$ cat src/rtl/instr_fetch_queue.sv
// Fetch stage: sequences the PC, issues word fetches to a synchronous instruction
// memory and buffers returned instruction/PC pairs for decode behind a valid/ready handshake.
module instr_fetch_queue #(
    parameter int          DEPTH    = 4,
    parameter logic [31:0] RESET_PC = 32'h0000_0000
) (
    input  logic                       clk,
    input  logic                       rst_n,
    output logic                       imem_req,
    output logic [31:0]                imem_addr,
    input  logic [31:0]                imem_rdata,
    input  logic                       redirect_valid,
    input  logic [31:0]                redirect_pc,
    output logic                       id_valid,
    input  logic                       id_ready,
    output logic [31:0]                id_instr,
    output logic [31:0]                id_pc,
    output logic [$clog2(DEPTH):0]     occupancy
);

    localparam int PW = $clog2(DEPTH);
    localparam int CW = PW + 1;
    localparam logic [CW:0] DEPTH_C = (CW + 1)'(DEPTH);

    logic [31:0]   pc_q;
    logic [31:0]   req_pc_q;
    logic          inflight;
    logic [CW-1:0] count;
    logic [PW-1:0] wr_ptr;
    logic [PW-1:0] rd_ptr;
    logic [CW:0]   credit;
    logic          push;
    logic          pop;

    logic [31:0] instr_mem [DEPTH];
    logic [31:0] pc_mem    [DEPTH];

    // A fetch is only issued if its response is guaranteed a free slot, counting the one in flight.
    assign credit    = {1'b0, count} + {{CW{1'b0}}, inflight};
    assign imem_req  = rst_n & ~redirect_valid & (credit < DEPTH_C);
    assign imem_addr = pc_q;

    assign push = inflight & ~redirect_valid;
    assign pop  = id_valid & id_ready & ~redirect_valid;

    assign id_valid  = (count != '0);
    assign id_instr  = instr_mem[rd_ptr];
    assign id_pc     = pc_mem[rd_ptr];
    assign occupancy = count;

    always_ff @(posedge clk) begin
        if (!rst_n) begin
            pc_q     <= {RESET_PC[31:2], 2'b00};
            req_pc_q <= '0;
            inflight <= 1'b0;
            count    <= '0;
            wr_ptr   <= '0;
            rd_ptr   <= '0;
        end else if (redirect_valid) begin
            // Squash everything younger than the redirect, including the in-flight word.
            pc_q     <= {redirect_pc[31:2], 2'b00};
            inflight <= 1'b0;
            count    <= '0;
            wr_ptr   <= '0;
            rd_ptr   <= '0;
        end else begin
            if (imem_req) begin
                pc_q     <= pc_q + 32'd4;
                req_pc_q <= pc_q;
                inflight <= 1'b1;
            end else begin
                inflight <= 1'b0;
            end
            if (push) begin
                wr_ptr <= wr_ptr + 1'b1;
            end
            if (pop) begin
                rd_ptr <= rd_ptr + 1'b1;
            end
            case ({push, pop})
                2'b10:   count <= count + 1'b1;
                2'b01:   count <= count - 1'b1;
                default: count <= count;
            endcase
        end
    end

    always_ff @(posedge clk) begin
        if (rst_n && push) begin
            instr_mem[wr_ptr] <= imem_rdata;
            pc_mem[wr_ptr]    <= req_pc_q;
        end
    end

endmodule

$ cat config.mk
export PLATFORM = sky130hd
export DESIGN_NAME = instr_fetch_queue
export DESIGN_NICKNAME = d
export VERILOG_FILES = /design/src/rtl/instr_fetch_queue.sv
export SDC_FILE = /design/constraint.sdc
export NUM_CORES = 1
export LEC_CHECK = 0
export ABC_AREA = 1
export BUFFER_PORTS_ARGS = -buffer_cell sky130_fd_sc_hd__buf_2
export CAP_MARGIN = 10
export CELL_PAD_IN_SITES_DETAIL_PLACEMENT = 1
export CELL_PAD_IN_SITES_GLOBAL_PLACEMENT = 2
export CORE_MARGIN = 2
export CORE_UTILIZATION = 30
export CTS_BUF_LIST = sky130_fd_sc_hd__clkbuf_16
export CTS_CLUSTER_SIZE = 14
export DETAILED_ROUTE_END_ITERATION = 8
export HOLD_SLACK_MARGIN = 0.06
export PLACE_DENSITY = 0.7
export SYNTH_ARGS = -nofsm -noshare
export SYNTH_HDL_FRONTEND = slang
export SYNTH_SLANG_ARGS = --single-unit
$ cat constraint.sdc
create_clock -name clk -period 4.7 [get_ports clk]
set_input_delay 0.94 -clock clk [delete_from_list [all_inputs] [get_ports clk]]
set_output_delay 0.94 -clock clk [all_outputs]
set_load 0.01 [all_outputs]
==> key figures, run 1 <==
Setup path
  • Startpoint types: flop
  • Critical path class: flop to primary output
  • Critical R2R Capture: occupancy[2]$_SDFFE_PP0P_
  • Worst-path maximum fanout: 74
  • RR Startpoint: occupancy[2]$_SDFFE_PP0P_
  • CP Capture Type: primary output
  • Crit path to: id_instr[2]
  • Worst path required time: about 3800 ps
  • FF-to-FF setup slack: ~2700 ps
  • FF-to-FF path depth: 9
  • Worst EP arrival: slightly below 3000 ps

Clocking
  • Worst-skew pair later-pin latency: 540 ps
  • Clk buf depth: 3
  • Clock tree sinks: approximately 320
  • Root Driver: clkbuf_16
  • TritonCTS buffer count: 37
  • Clock-pin slew on the worst setup and hold paths: 50 ps
  • Cts hold-fix bufs: 0
  • H-tree depth: 2
  • Post-CTS sizing: 0
  • Setup bufs post-CTS: 0
  • CTS tree: done

Logic synthesis
  • Top cells by area, synth: edfxtp_1, dfxtp_1, o21ai_0
  • #FFs+latches synth: 318
  • Yosys warnings: 0
  • Synthesized area: ~0.013 mm²
  • Dominant cell type by area after synthesis: edfxtp_1
  • Synth top area share: 58.18%
  • Post-synth top flop: edfxtp_1
  • Async SR Flop Fraction: 0%
  • Synthesized area per cell: about 11 µm²
  • EDFF count, synth: about 250
  • Register area share after synthesis: 69.13%
  • Gate Count Post-Synth: ~1.1k
  • Unique masters post-synth: 44

Detailed routing
  • Vias per Instance: approximately 4.7
  • Final ANT Viol Nets: 0
  • Drt total wl: roughly 34 mm
  • Vias: just under 9k
  • WL per Instance: 18.18 µm
  • Residual DRC: 0
  • Detailed Routing Iterations Pass 1: 4
  • DR iter-0 viols: between 400 and 500

Min path
  • Min-Delay Path Depth: 2
  • Worst Hold Class: flop to flop

Floorplanning
  • Die W: 210.6 µm
  • Site Rows: 75
  • Die area: between 0.04 and 0.05 mm²
  • Core box area: 0.04204 mm²
  • Initial core utilization: between 30% and 40%
  • IO Count: 169
  • Die Ht: 210.6 µm

Placement
  • RePlAce Congestion: 0.7912
  • Buffers on Ports: approximately 160
  • Post-Place Worst Slack: between 1000 and 1500 ps
  • Post-DP HPWL: 20.70 mm
  • Post-placement cell count: around 1.8k

Outcome
  • Status: completed

Global route
  • Vias in the first global route: ~9k
  • GR peak layer: met2
  • First-pass GRT wire length: a little over 50 mm
  • Met2 Use GR: 25.44%
  • Routing usage on met1: between 20% and 30%
  • Largest net degree at the start of global routing: 75
  • Gr ovfl total: 0
  • Met3 Track Usage GR: 3.367%
  • GRT Total Usage: between 15 and 20%
  • Initial antenna violation count: 0

Finish
  • Area grow syn2layout: 19.83%
  • Final-stage net count: about 1.4k
  • Layout cells sized above 1: 20.21%
  • Filler-free cell count of the finished design: between 1.5k and 2k
  • Number of diodes: 0

Power and ir drop
  • Peak VDD IR: 0.0002174 V
  • Pleak: between 0.005 and 0.006 µW
  • Power density over cell area: about 400 mW/mm²

STA
  • Minimum clock period after layout: 3923 ps
  • Final setup fails: 0
  • Final worst path period share: 83.46%
  • Setup ws final: about 780 ps
  • RSZ-0062 raised after global routing: no
  • Fin. Hold Viols: 0
  • Hold_ws: around 460 ps
  • Slew @ Worst Pin: around 890 ps
  • Relative slew slack: about two fifths
  • Max frequency: 254.9 MHz
  • Worst Skew: 20.66 ps
  • Fin. max-slew vios: 0
  • Setup TNS: 0 ps

Run
  • Max cap viols: 0
## synthesized netlist by cell type (all sizes together), types with 4 or more instances
cell and instances:
nand4 5, a211oi 11, inv 77, xor2 8, o22ai 64, edfxtp 248
a21oi 36, nor2 198, a31oi 4, nand2 115, buf 27, nor3 13
ha 6, o21ai 164, dfxtp 70, nand3 31, clkbuf 38
## logic make-up after synthesis
family,synth area share [%]
buffers and inverters,4.819
AOI/OAI and AO/OA,12.66
xor gates and xnor gates,0.6159
and+or+nand+nor,12.00
DFF,69.13
other,0.02930
adders and majority gates,0.7429
## worst max-delay path, stage by stage (launching register included)
cell	delay, ps
dfxtp_4	700
clkinv_2	740
buf_12	450
o21ai_0	240
o22ai_1	90
buf_2	150
## state kept, by name (all words and copies together), names as in the netlist, named ones only
register	flops
occupancy	3
instr_mem	128
inflight	1
pc_mem	120
wr_ptr	2
imem_addr	30
req_pc_q	30
rd_ptr	2
## power breakdown
part / switching, µW / internal [µW] / total, µW
sequential: 51.8 / 3080 / 3130
clock: 1130 / 1620 / 2750
combinational: 166 / 89.3 / 256
## placed cells by master (no fill, tap or decap), types with 12 or more instances in the layout
cell type and n:
o21ai_1 17, nand2_1 110, o21ai_0 147, nand3_1 30
a21oi_1 34, edfxtp_1 248, nor2_1 188, inv_1 75
o22ai_1 64, buf_2 162, clkbuf_16 39, dfxtp_1 68
nor3_1 12
## worst min path at each step
stage                                 startpoint  endpoint  slack [ps]
after floorplan           rd_ptr[1]$_SDFFE_PP0P_      flop         440
after global placement    rd_ptr[1]$_SDFFE_PP0P_      flop         450
after detailed placement  rd_ptr[1]$_SDFFE_PP0P_      flop         450
after CTS                 rd_ptr[1]$_SDFFE_PP0P_      flop         460
after global routing      rd_ptr[1]$_SDFFE_PP0P_      flop         510
final                     rd_ptr[1]$_SDFFE_PP0P_      flop         460
## layer usage
metal  share of wire [%]  routed length (µm)
met2                  48               16040
met4                 1.5                 499
met5                   0                   0
met3                 4.1                1372
met1                  47               15720
## final cells by class
class | count | area (µm²)
clock buffer | 39 | 975.9
clock inverter | 28 | 197.7
fill | 4658 | 26700
inverter | 77 | 297.8
multi-input combinational | 675 | 3376
sequential | 318 | 8853
tap | 539 | 674.4
timing repair buffer | 174 | 963.4
## through the flow
step | instance area [µm²] | util (%) | total power, µW
3_3_place_gp | 14160 | 33.69 | 3439
4_1_cts | 15340 | 36.49 | 6230
3_5_place_dp | 14160 | 33.69 | 3446
5_1_grt | 15340 | 36.49 | 6384
6_report | 15340 | 36.49 | 6129
2_1_floorplan | 12810 | - | 3319
(Power assumes the default switching activity.)
==> run 2, diff against run 1 <==
- ABC_AREA: 1 -> 0
- PLACE_DENSITY: 0.7 -> 0.65
- clock period: 4.7 -> 3.53 ns (I/O delays scaled with it)
==> run 2 against run 1 <==
Against the previous run: worst hold slack got worse by 57 ps; first-iteration DRC count down 4.6%; combinational power is 11% higher; cell count is 21% lower; wire length down 7.8%; clock power increased by 28%; highest routed layer unchanged.
==> key figures, run 2 <==
Floorplanning
  • Die Ht: 206.0 µm (-2.2%)
  • Initial core utilization: 30.59% (+0.14 points)
  • Site Rows: 73 (-2.7%)
  • IO Count: 169 (unchanged)
  • Die area: 0.04242 mm² (-4.3%)
  • Core box area: 0.04001 mm² (-4.8%)
  • Die W: 206.0 µm (-2.2%)

Power and ir drop
  • Combinational Power Share: 3.6% (-0.6 points)
  • Sw power: 1707 µW (+27%)
  • Power, Total: 7946 µW (+30%)
  • P_int: 6239 µW (+30%)
  • Peak VDD IR: 0.0002691 V (+24%)
  • Power density over cell area: 532.0 mW/mm² (+33%)
  • Flop pwr share: 52.0% (+1.0 points)
  • Clock power share: 44.4% (-0.4 points)
  • Net Sw Frac: 21.48% (-0.46 points)
  • Pleak: 0.005316 µW (-6.1%)

Min path
  • Worst Hold Class: input port to flop
  • Hold Startpoint: imem_rdata[20]
  • Hold path endpoint: instr_mem[1][20]$_DFFE_PP_
  • Min-Delay Path Depth: 1 (-1)

Finish
  • Final-stage net count: 990 (-27%)
  • Biggest regs: instr_mem: 128 flops, pc_mem: 120 flops
  • Storage cell area: 0.008856 mm² (about the same)
  • Largest Register: instr_mem
  • Max reg flops: 128 (unchanged)
  • Multi-input logic area: 0.003179 mm² (-5.8%)
  • Layout cells sized above 1: 32.98% (+13 points)
  • Finished Cell Area: 0.01493 mm² (-2.6%)
  • Most common cell after layout, fill and taps aside: edfxtp_1
  • Most frequent cells in the layout: edfxtp_1, buf_2, nand2_1, dfxtp_1, mux4_2
  • Filler-free cell count of the finished design: 1468 (-21%)
  • Area grow syn2layout: 22.04%
  • Number of diodes: 0 (unchanged)
  • Fill cell count: 4099 (-12%)

Global route
  • First-pass GRT wire length: 46.98 mm (-9.5%)
  • Vias in the first global route: 7497 (-17%)
  • Gr ovfl total: 0 (unchanged)
  • GRT Total Usage: 14.82% (-0.46 points)
  • Initial antenna violation count: 0 (unchanged)
  • Largest net degree at the start of global routing: 64 (-15%)

Logic synthesis
  • Post-synth top flop: edfxtp_1
  • Commonest cells in the netlist: edfxtp_1, nand2_1, dfxtp_1, mux4_2, a21oi_1
  • Yosys warnings: 0 (unchanged)
  • Unique masters post-synth: 55 (+25%)
  • Top cells by area, synth: edfxtp_1, dfxtp_1, mux4_2
  • EDFF count, synth: 248 (unchanged)
  • #FFs+latches synth: 318 (unchanged)
  • Dominant cell type by area after synthesis: edfxtp_1
  • Async SR Flop Fraction: 0% (unchanged)
  • Register area share after synthesis: 72.31% (+3.2 points)
  • Gate Count Post-Synth: 735 (-35%)
  • Synthesized area per cell: 16.65 µm² (+47%)
  • Cell with the most instances after synthesis: edfxtp_1
  • Synth top area share: 60.86% (+2.7 points)
  • Synthesized area: 0.01224 mm² (-4.4%)

Setup path
  • CP Capture Type: primary output
  • Critical R2R Capture: imem_addr[28]$_SDFFE_PN0P_
  • Critical path class: flop to primary output
  • FF-to-FF setup slack: 1030 ps (-1660 ps)
  • Startpoint types: flop
  • Worst EP arrival: 2250 ps (-730 ps)
  • RR Startpoint: imem_addr[2]$_SDFFE_PN0P_
  • FF-to-FF path depth: 6 (-3)
  • Worst-path maximum fanout: 18 (-76%)
  • Worst path required time: 2820 ps (-940 ps)

Detailed routing
  • Final ANT Viol Nets: 0 (unchanged)
  • Detailed Routing Iterations Pass 1: 4 (unchanged)
  • Vias: 7074 (-19%)
  • Wire length on met2: 14.76 mm (-8.0%)
  • Drt total wl: 31.01 mm (-7.8%)
  • Highest routed layer: met4
  • WL per Instance: 21.12 µm (+16%)
  • Residual DRC: 0 (unchanged)
  • DR WL met3: 1.453 mm (+5.9%)
  • Wire length on met1: 14.11 mm (-10%)
  • Vias per Instance: 4.819 (+2.4%)
  • DR iter-0 viols: 391 (-4.6%)

STA
  • Worst Skew: 21.39 ps (+0.7241 ps)
  • Fin. max-slew vios: 0 (unchanged)
  • Slew @ Worst Pin: 1017 ps (+122.8 ps)
  • RSZ-0062 raised after global routing: no
  • Relative slew slack: 31.85% (-8.4 points)
  • Fin. Hold Viols: 0 (unchanged)
  • Minimum clock period after layout: about 3000 ps
  • Max frequency: roughly 340 MHz
  • Final setup fails: 0 (unchanged)
  • Final worst path period share: between 80% and 90%
  • Setup TNS: 0 ps (unchanged)

Clocking
  • Clk buf depth: 3 (unchanged)
  • Cts hold-fix bufs: 0 (unchanged)
  • Worst-skew pair later-pin latency: 530 ps (about the same)
  • TritonCTS buffer count: 37 (unchanged)
  • Setup bufs post-CTS: 0 (unchanged)
  • CTS tree: done
  • Root Driver: clkbuf_16
  • H-tree depth: 2 (unchanged)
  • Clock-pin slew on the worst setup and hold paths: 60 ps (about the same)
  • Post-CTS sizing: 0 (unchanged)
  • Clock tree sinks: 318 (unchanged)

Run
  • Max cap viols: 0 (unchanged)

Placement
  • Post-placement cell count: 1401 (-21%)
  • DP Area: 0.01381 mm² (-2.5%)
  • Buffers on Ports: 162 (unchanged)
  • RePlAce Congestion: 0.7162 (-9.5%)
  • Post-DP HPWL: 20.11 mm (-2.8%)

Outcome
  • Status: completed
==> run 2: cell types whose count changed after synthesis, moves of 24 or more <==
cell     delta
inv_1      -60
mux4_2     +62
nand2_1    -24
nor2_1    -176
o21ai_0   -140
o22ai_1    -56
==> run 2: metrics by stage <==
stage / utilization (%) / setup slack [ps] / hold WS [ps]
floorplan: - / 472.0 / 460.0
global placement: 34.51 / 641.9 / 484.7
detailed placement: 34.51 / 614.5 / 495.9
CTS: 37.33 / 451.1 / 367.9
global route: 37.33 / 383.4 / 381.1
finish: 37.33 / 575.9 / 400.4
==> run 2: worst max-delay path, cell delays in order, from the launching register on <==
cell and delay, ps:
dfxtp_4 600, buf_4 390, mux4_2 580, buf_2 160
==> run 2: worst max-delay path by stage <==
| stage | startpoint | slack (ps) | cells past startpoint | endpoint |
|---|---|---|---|---|
| CTS | flop | 450 | 3 | id_pc[10] |
| detailed placement | rst_n | 610 | 5 | imem_req |
| global placement | rst_n | 640 | 5 | imem_req |
| finish | flop | 580 | 3 | id_pc[10] |
| global route | flop | 380 | 3 | id_instr[11] |
| floorplan | redirect_valid | 470 | 3 | instr_mem[0][0]$_DFFE_PP_ |
==> run 2: logic make-up after synthesis <==
family / after synthesis / share of synthesized area [%]
fa+ha+maj: 7 / 0.7771
flops: 318 / 72.31
simple gates: 169 / 7.055
mux: 66 / 11.77
other cells: 1 / 0.03065
compound gates: 101 / 4.908
xor+xnor: 16 / 1.145
buf+inv: 57 / 2.004
==> run 2: power by group through the flow <==
stage | sequential [µW] | clock [µW] | combinational, µW
2_1_floorplan | 4200 | 0 | 136
3_3_place_gp | 4210 | 0 | 282
5_1_grt | 4140 | 3800 | 314
6_report | 4130 | 3530 | 283
3_5_place_dp | 4210 | 0 | 289
4_1_cts | 4130 | 3650 | 290
==> run 2: layout make-up <==
class                   count  share of cell area [%]
clock inverters            28                   1.014
multi-input cells         363                   21.29
flip-flops and latches    318                   59.30
well taps                 525                   4.398
inverters                  15                  0.3770
clock buffers              39                   6.535
repair buffers            180                   7.088
==> run 2: metal layers <==
layer  vias up  track usage (%)
met3        45            2.996
met4         0            4.490
met5         -                0
met2       164            23.92
li1       3228                -
met1      3637            20.19
